[src/rtl/registro_enable_vga_if.sv]
`default_nettype none
// ============================================================================
// registro_enable_vga_if
// PicoBlaze-side bus of the VGA register bank: one-hot enable, write data and
// shadow read-back.
// Rev 1.0 - initial release
// ============================================================================
interface registro_enable_vga_if #(
  parameter int N_REG = 9,
  parameter int ANCHO = 8
);
  logic [N_REG-1:0] enable;
  logic             write_strobe;
  logic [ANCHO-1:0] dato_in;
  logic [3:0]       read_addr;
  logic [ANCHO-1:0] dato_out;

  modport master (
    output enable,
    output write_strobe,
    output dato_in,
    output read_addr,
    input  dato_out
  );

  modport slave (
    input  enable,
    input  write_strobe,
    input  dato_in,
    input  read_addr,
    output dato_out
  );
endinterface
`default_nettype wire

[src/rtl/registro_enable_vga.sv]
`default_nettype none
// ============================================================================
// registro_enable_vga
// Shadow/display register bank fed by a one-hot enable bus; commits a full
// shadow bank to the display bank on a frame boundary.
// Rev 1.0 - initial release
// ============================================================================
module registro_enable_vga #(
  parameter int N_REG = 9,
  parameter int ANCHO = 8
) (
  input  wire logic                   clk,
  input  wire logic                   reset,
  registro_enable_vga_if.slave        bus,
  input  wire logic                   vsync_tick,
  input  wire logic                   clr_error,
  output logic [N_REG*ANCHO-1:0]      regs_vga,
  output logic [3:0]                  indice,
  output logic                        listo,
  output logic                        actualizado,
  output logic                        error_enable
);

  typedef enum logic [1:0] {
    CARGA  = 2'd0,
    LISTO  = 2'd1,
    COMMIT = 2'd2
  } estado_t;

  localparam logic [3:0]       c_max_addr = 4'(N_REG - 1);
  localparam logic [N_REG-1:0] c_uno      = {{(N_REG-1){1'b0}}, 1'b1};

  estado_t                r_estado;
  logic [ANCHO-1:0]       r_shadow [N_REG];
  logic [N_REG-1:0]       r_mask;
  logic [N_REG*ANCHO-1:0] r_regs_vga;
  logic [ANCHO-1:0]       r_dato_out;
  logic [3:0]             r_indice;
  logic                   r_listo;
  logic                   r_actualizado;
  logic                   r_error;

  logic [3:0]       w_idx;
  logic             w_onehot_ok;
  logic             w_multi;
  logic             w_acepta;
  logic             w_malo;
  logic [N_REG-1:0] w_sel;
  logic [N_REG-1:0] w_mask_base;
  logic [N_REG-1:0] w_mask_next;

  always_comb begin
    w_idx = 4'd0;
    for (int i = 0; i < N_REG; i++) begin
      if (bus.enable[i]) w_idx = 4'(i);
    end
  end

  // Power-of-two test: clearing the lowest set bit leaves nothing.
  assign w_onehot_ok = (bus.enable != '0) && ((bus.enable & (bus.enable - c_uno)) == '0);
  assign w_multi     = (bus.enable != '0) && !w_onehot_ok;
  assign w_acepta    = bus.write_strobe && w_onehot_ok;
  assign w_malo      = bus.write_strobe && w_multi;
  assign w_sel       = w_acepta ? bus.enable : '0;

  // The commit cycle starts a fresh frame, so a write landing there survives.
  assign w_mask_base = (r_estado == COMMIT) ? '0 : r_mask;
  assign w_mask_next = w_mask_base | w_sel;

  always_ff @(posedge clk) begin
    if (reset) begin
      r_estado      <= CARGA;
      for (int i = 0; i < N_REG; i++) r_shadow[i] <= '0;
      r_mask        <= '0;
      r_regs_vga    <= '0;
      r_dato_out    <= '0;
      r_indice      <= 4'd0;
      r_listo       <= 1'b0;
      r_actualizado <= 1'b0;
      r_error       <= 1'b0;
    end else begin
      if (w_acepta) begin
        r_shadow[w_idx] <= bus.dato_in;
        r_indice        <= w_idx;
      end
      r_mask <= w_mask_next;

      if (w_malo)         r_error <= 1'b1;
      else if (clr_error) r_error <= 1'b0;

      if (bus.read_addr <= c_max_addr) r_dato_out <= r_shadow[bus.read_addr];
      else                             r_dato_out <= '0;

      r_actualizado <= (r_estado == COMMIT);

      case (r_estado)
        CARGA: begin
          if (&w_mask_next) begin
            r_estado <= LISTO;
            r_listo  <= 1'b1;
          end
        end
        LISTO: begin
          if (vsync_tick) begin
            r_estado <= COMMIT;
            r_listo  <= 1'b0;
          end
        end
        COMMIT: begin
          // Copy sees the shadow as it was before any write in this cycle.
          for (int i = 0; i < N_REG; i++) r_regs_vga[i*ANCHO +: ANCHO] <= r_shadow[i];
          r_estado <= CARGA;
        end
        default: begin
          r_estado <= CARGA;
          r_listo  <= 1'b0;
        end
      endcase
    end
  end

  assign bus.dato_out  = r_dato_out;
  assign regs_vga      = r_regs_vga;
  assign indice        = r_indice;
  assign listo         = r_listo;
  assign actualizado   = r_actualizado;
  assign error_enable  = r_error;

endmodule
`default_nettype wire

[src/flat_wrapper.sv]
// flat-port wrapper written by rule: the top's interface ports become plain ports
module registro_enable_vga_flat 
#(
  parameter int N_REG = 9,
  parameter int ANCHO = 8
)
  (clk, reset, vsync_tick, clr_error, regs_vga, indice, listo, actualizado, error_enable, bus_enable, bus_write_strobe, bus_dato_in, bus_read_addr, bus_dato_out);
  registro_enable_vga_if #(.N_REG(N_REG), .ANCHO(ANCHO)) bus_i ();
  input  wire logic clk;
  input  wire logic reset;
  input  wire logic vsync_tick;
  input  wire logic clr_error;
  output logic [N_REG*ANCHO-1:0] regs_vga;
  output logic [3:0] indice;
  output logic listo;
  output logic actualizado;
  output logic error_enable;
  input wire logic [$bits(bus_i.enable)-1:0] bus_enable;
  input wire logic [$bits(bus_i.write_strobe)-1:0] bus_write_strobe;
  input wire logic [$bits(bus_i.dato_in)-1:0] bus_dato_in;
  input wire logic [$bits(bus_i.read_addr)-1:0] bus_read_addr;
  output wire logic [$bits(bus_i.dato_out)-1:0] bus_dato_out;
  assign bus_i.enable = bus_enable;
  assign bus_i.write_strobe = bus_write_strobe;
  assign bus_i.dato_in = bus_dato_in;
  assign bus_i.read_addr = bus_read_addr;
  assign bus_dato_out = bus_i.dato_out;
  registro_enable_vga #(.N_REG(N_REG), .ANCHO(ANCHO)) u_core (.clk(clk), .reset(reset), .bus(bus_i), .vsync_tick(vsync_tick), .clr_error(clr_error), .regs_vga(regs_vga), .indice(indice), .listo(listo), .actualizado(actualizado), .error_enable(error_enable));
endmodule
[config.mk]
export PLATFORM = sky130hd
export DESIGN_NAME = registro_enable_vga_flat
export DESIGN_NICKNAME = d
export VERILOG_FILES = /design/src/rtl/registro_enable_vga_if.sv /design/src/rtl/registro_enable_vga.sv /design/src/flat_wrapper.sv
export SDC_FILE = /design/constraint.sdc
export NUM_CORES = 1
export LEC_CHECK = 0
export ABC_AREA = 1
export BUFFER_PORTS_ARGS = -buffer_cell sky130_fd_sc_hd__buf_2
export CAP_MARGIN = 20
export CORE_MARGIN = 2
export CORE_UTILIZATION = 35
export CTS_CLUSTER_SIZE = 16
export DETAILED_ROUTE_END_ITERATION = 12
export PLACE_DENSITY = 0.58
export SLEW_MARGIN = 0
export SYNTH_ARGS = -nofsm -noshare
export SYNTH_HDL_FRONTEND = slang
export SYNTH_SLANG_ARGS = --single-unit
[constraint.sdc]
create_clock -name clk -period 2.3 [get_ports clk]
set_input_delay 0.23 -clock clk [delete_from_list [all_inputs] [get_ports clk]]
set_output_delay 0.23 -clock clk [all_outputs]
set_load 0.02 [all_outputs]
* Word-level counts from Yosys, hierarchy flattened
Memory sizes are Yosys's and may differ from the RTL's. A register that Yosys moved wholly into a read port is not among the register bits.
Cells that the tools add are included.
** Operators by class
- $add $sub $neg :: 1
- Order comparisons :: 1
- Equal/unequal tests :: 4
- Mux-type cells :: 26
- Bitwise operators :: 4
- Reduce and logical (&&, ||, !) cells :: 14
** Operators by type and width (number)
- 9-bit 2-to-1 mux :: 2
- 3-bit 2-to-1 mux :: 4
- 1-bit 2-to-1 mux :: 11
- 9-bit AND :: 1
- 9-bit zero test :: 1
- 9-bit bitwise OR :: 1
- 9-bit AND reduction :: 1
- 9-bit nonzero test :: 1
- 9-bit by 1-bit subtractor with 9-bit output, second input constant :: 1
- 2-bit 2-to-1 mux :: 4
- 4-bit 2-to-1 mux :: 2
- 8-bit 2-to-1 mux :: 1
- 8-bit OR reduction :: 1
- 4-bit less-or-equal comparator, second input constant :: 1
- 1-bit logical AND :: 4
- 2-bit case mux with 2 select lines :: 1
- 1-bit case mux with 3 select lines :: 1
- 3-bit AND reduction :: 1
- 2-bit by 1-bit == test with 1-bit output, second input constant :: 1
- 2-bit == test, second input constant :: 1
- 2-bit zero test :: 1
- 2-bit by 1-bit != test with 1-bit output, second input constant :: 1
- 2-bit != test, second input constant :: 1
- 1-bit inverter :: 2
- 4 further kinds :: 4
** Storage, ports and cells
- Bits in registers :: 18
- Bits in writable memories :: 72
- Memories :: 1
** Memories
- u_core.r_shadow :: words 9, width 8, read ports 10, clocked after Yosys merged registers in 10, write ports 9, line registro_enable_vga.sv:34 : logic [ANCHO-1:0] r_shadow [N_REG];

* Longest topological paths before layout
- Word-level depth :: 10
- Gate-level depth with buffers :: 14
- Gate-level depth less buffers :: 14

* Least setup slack after synthesis
Ideal clock, no wire load.
- Path type :: input port to flip-flop
- Start :: in bus_enable[4]
- End :: mem u_core.r_shadow[6][0] (enable)
- Arrival :: 1766 ps
- Data required time :: 1971 ps
- Path slack :: 205 ps
- Stages on the path :: 13
- Path buffers :: 0
- Cells stage by stage :: nor2_4 -> nand2_4 -> nor2_1 -> nor2_1 -> nor2_4 -> nand2_4 -> nor3_4 -> inv_2 -> nor2_8 -> inv_4 -> nor2_8 -> nand2_4 -> nand2_1
** RTL lines
- start, declared :: line flat_wrapper.sv:18 : input wire logic [$bits(bus_i.enable)-1:0] bus_enable;
- end, declared :: line registro_enable_vga.sv:34

==> impl_metrics.tcl <==
set metrics [dict create \
    peakVddDrop_uv 566 \
    path_max_fanout 8 \
    worstSetupPathType "input port to flip-flop" \
    period_minus_slack_ps 1820 \
    hold_violations 0 \
    worstReg2RegStart "u_core.r_estado[1]" \
    grt_pass1_vias 5167 \
    netlist_top_cells_count "nor2_1, dfxtp_1, o21ai_0, nand2_1, edfxtp_1" \
    synth-edff-count 72 \
    syn_inst 769 \
    period_share 0.791 \
    clk_latency_ps 430 \
    pwr_density_cell_nw_per_um2 735 \
    hold_path.class "input port to flip-flop" \
    cts_tree "done" \
    synth_most_common_cell "nor2_1" \
    io_pins 113 \
    status "finished clean" \
    comb_power_share 0.058 \
    cp.required_ps 2400 \
    synthesis.nets 795 \
    dpl.hpwl_um 12900 \
    p_sw_frac 0.238 \
    synth_warnings 0 \
    worst-endpoint-arrival_ps 1920 \
    start_kind "input port" \
    multiInputGateArea_um2 2420 \
    area_growth_syn_to_layout_pct 22.1 \
    leakage_nw 3.82 \
    cap_violations 0 \
    fmax_mhz 550 \
    gp_congestion 0.870 \
    clockBufferDepth 2 \
    io_buffers 112 \
    hold_buffers 0 \
    core-area_um2 19300 \
    vias 5537 \
    nNetsFinal 916 \
    p_seq_frac 0.531 \
    setup_violations 0 \
    track_usage 0.182 \
    cts.sinks 170 \
    cts_buffers 17 \
    ctsResizeCount 0 \
    drt_iter0_markers 319 \
    ys_types 29 \
    grt_pass1_wl_um 28200 \
    ys_async_sr_fraction 0 \
    synth_ff_type "dfxtp_1" \
    finClkSkew_ps 9.19 \
    hold_depth 4 \
    drt-wirelength-per-cell_um 15.7 \
    grt_antenna_before_repair 1 \
    power_frac_clock 0.412 \
    cts_root_buf "clkbuf_16" \
    dieArea_um2 20700 \
    viasPerCell 4.74 \
    reg2reg_to "u_core.listo" \
    drive_gt1_frac 0.214 \
    htree_levels 4 \
    reg2reg_slack_ps 740 \
    routed_wl_um 18300 \
    hold_end "u_core.error_enable" \
    fp.dieH_um 144 \
    dr.pass1.iters 4 \
    power.internal_mw 4.68 \
    die_w_um 144 \
    grt_overflow 0 \
    synth_top_area_frac 0.316 \
    syn-cell-area_um2 6850 \
    fin_tns_setup_ps 0 \
    ys_seq_area_frac 0.602 \
    worst_hold_slack_ps 45.6 \
    ys_ff_latch 170 \
    rsz0062_at_grt "no" \
    worst_r2r_path_depth 7 \
    worstMarginPinSlew_ps 634 \
    drc_errors 0 \
    start_util 0.354 \
    maxSlewHeadroom 0.577 \
    post_cts_buffers 0 \
    clk_pin_slew_ps 70 \
    grt_max_degree 63 \
    hp-start "clr_error" \
    syn_avg_cell_area_um2 8.91 \
    switchingPower_mw 1.46 \
    synth_area_leaders "edfxtp_1, dfxtp_1, nor2_1, o21ai_0, nand2_1" \
    nFillCells 1963 \
    end_kind "flip-flop" \
    seqCellArea_um2 4120 \
    final_antenna_net_count 0 \
    synth_top_cell_by_area "edfxtp_1" \
    rows 51 \
    slew_viol_final 0 \
]
registers in the layout (all words and copies together), names as in the netlist:
register,flops
regs_vga,72
u_core.actualizado,1
u_core.bus.dato_out,8
u_core.error_enable,1
u_core.indice,4
u_core.listo,1
u_core.r_estado,2
u_core.r_mask,9
u_core.r_shadow,72
kinds of logic (layout without fill, tap and decap cells):
family	Yosys count	after routing	share of synthesized area
flops	170	170	0.602
compound gates	149	149	0.118
simple gates	367	367	0.235
other cells	0	1	0
buf+inv	83	217	0.0458
worst max path at each step:
| stage | to | slack (ps) | cells after the start | startpoint |
|---|---|---|---|---|
| floorplan | u_core.r_shadow[6][0] | 200 | 13 | bus_enable[4] |
| global placement | u_core.r_shadow[7][1] | 70 | 14 | bus_enable[3] |
| detailed placement | u_core.r_shadow[3][4] | 50 | 14 | bus_enable[3] |
| CTS | u_core.r_shadow[7][2] | 490 | 14 | bus_enable[3] |
| global route | u_core.r_shadow[7][2] | 290 | 14 | bus_enable[3] |
| finish | u_core.r_shadow[6][5] | 480 | 14 | bus_enable[3] |
cell usage in the layout, fill, tap and decap left out, drive strengths merged, types with 18 or more instances in the layout:
cell    instances
nor2          231
buf           141
dfxtp          98
nand2          94
o21ai          87
edfxtp         72
a21oi          38
inv            36
nand3          24
clkbuf         19
clkinv         18
power by group through the flow:
stage | Clock [mW] | Combinational, mW | Sequential (mW)
6_report | 2.53 | 0.355 | 3.26
2_1_floorplan | 0 | 0.188 | 3.32
5_1_grt | 2.69 | 0.386 | 3.26
3_5_place_dp | 0 | 0.353 | 3.32
4_1_cts | 2.56 | 0.354 | 3.26
3_3_place_gp | 0 | 0.352 | 3.32
worst max-delay path: stages:
cell	delay (ps)
buf_2	130
nor2_1	190
nand2_1	100
nor2_1	90
nor2_1	70
nor2_4	110
nand2_4	60
nor3_4	170
inv_2	110
nor2_8	130
inv_4	80
nor2_8	140
nand2_4	60
nand2_1	260
through the flow:
stage	total power, mW	instance area (um2)	instances	util	setup slack (ps)
2_1_floorplan	3.51	6850	769	-	205
3_3_place_gp	3.68	7850	1136	0.406	66.0
3_5_place_dp	3.68	7850	1136	0.406	46.5
4_1_cts	6.18	8360	1168	0.432	494
5_1_grt	6.34	8360	1168	0.432	293
6_report	6.14	8360	1169	0.432	481
cell type report:
type / instances / area share
antenna: 1 / 0.000299
multi-input combinational: 516 / 0.289
clock buffer: 19 / 0.0518
tap: 265 / 0.0397
sequential: 170 / 0.493
timing repair buffer: 141 / 0.0961
clock inverter: 13 / 0.00958
inverter: 44 / 0.0201
per-layer routing:
| metal | GRT usage | vias to the layer above | share of wire |
|---|---|---|---|
| li1 | - | 2804 | - |
| met4 | 0.0593 | 0 | 0.015 |
| met5 | 0 | - | 0 |
| met3 | 0.0483 | 24 | 0.060 |
| met2 | 0.281 | 151 | 0.45 |
| met1 | 0.247 | 2558 | 0.48 |
Power figures use the tool's default switching activity.
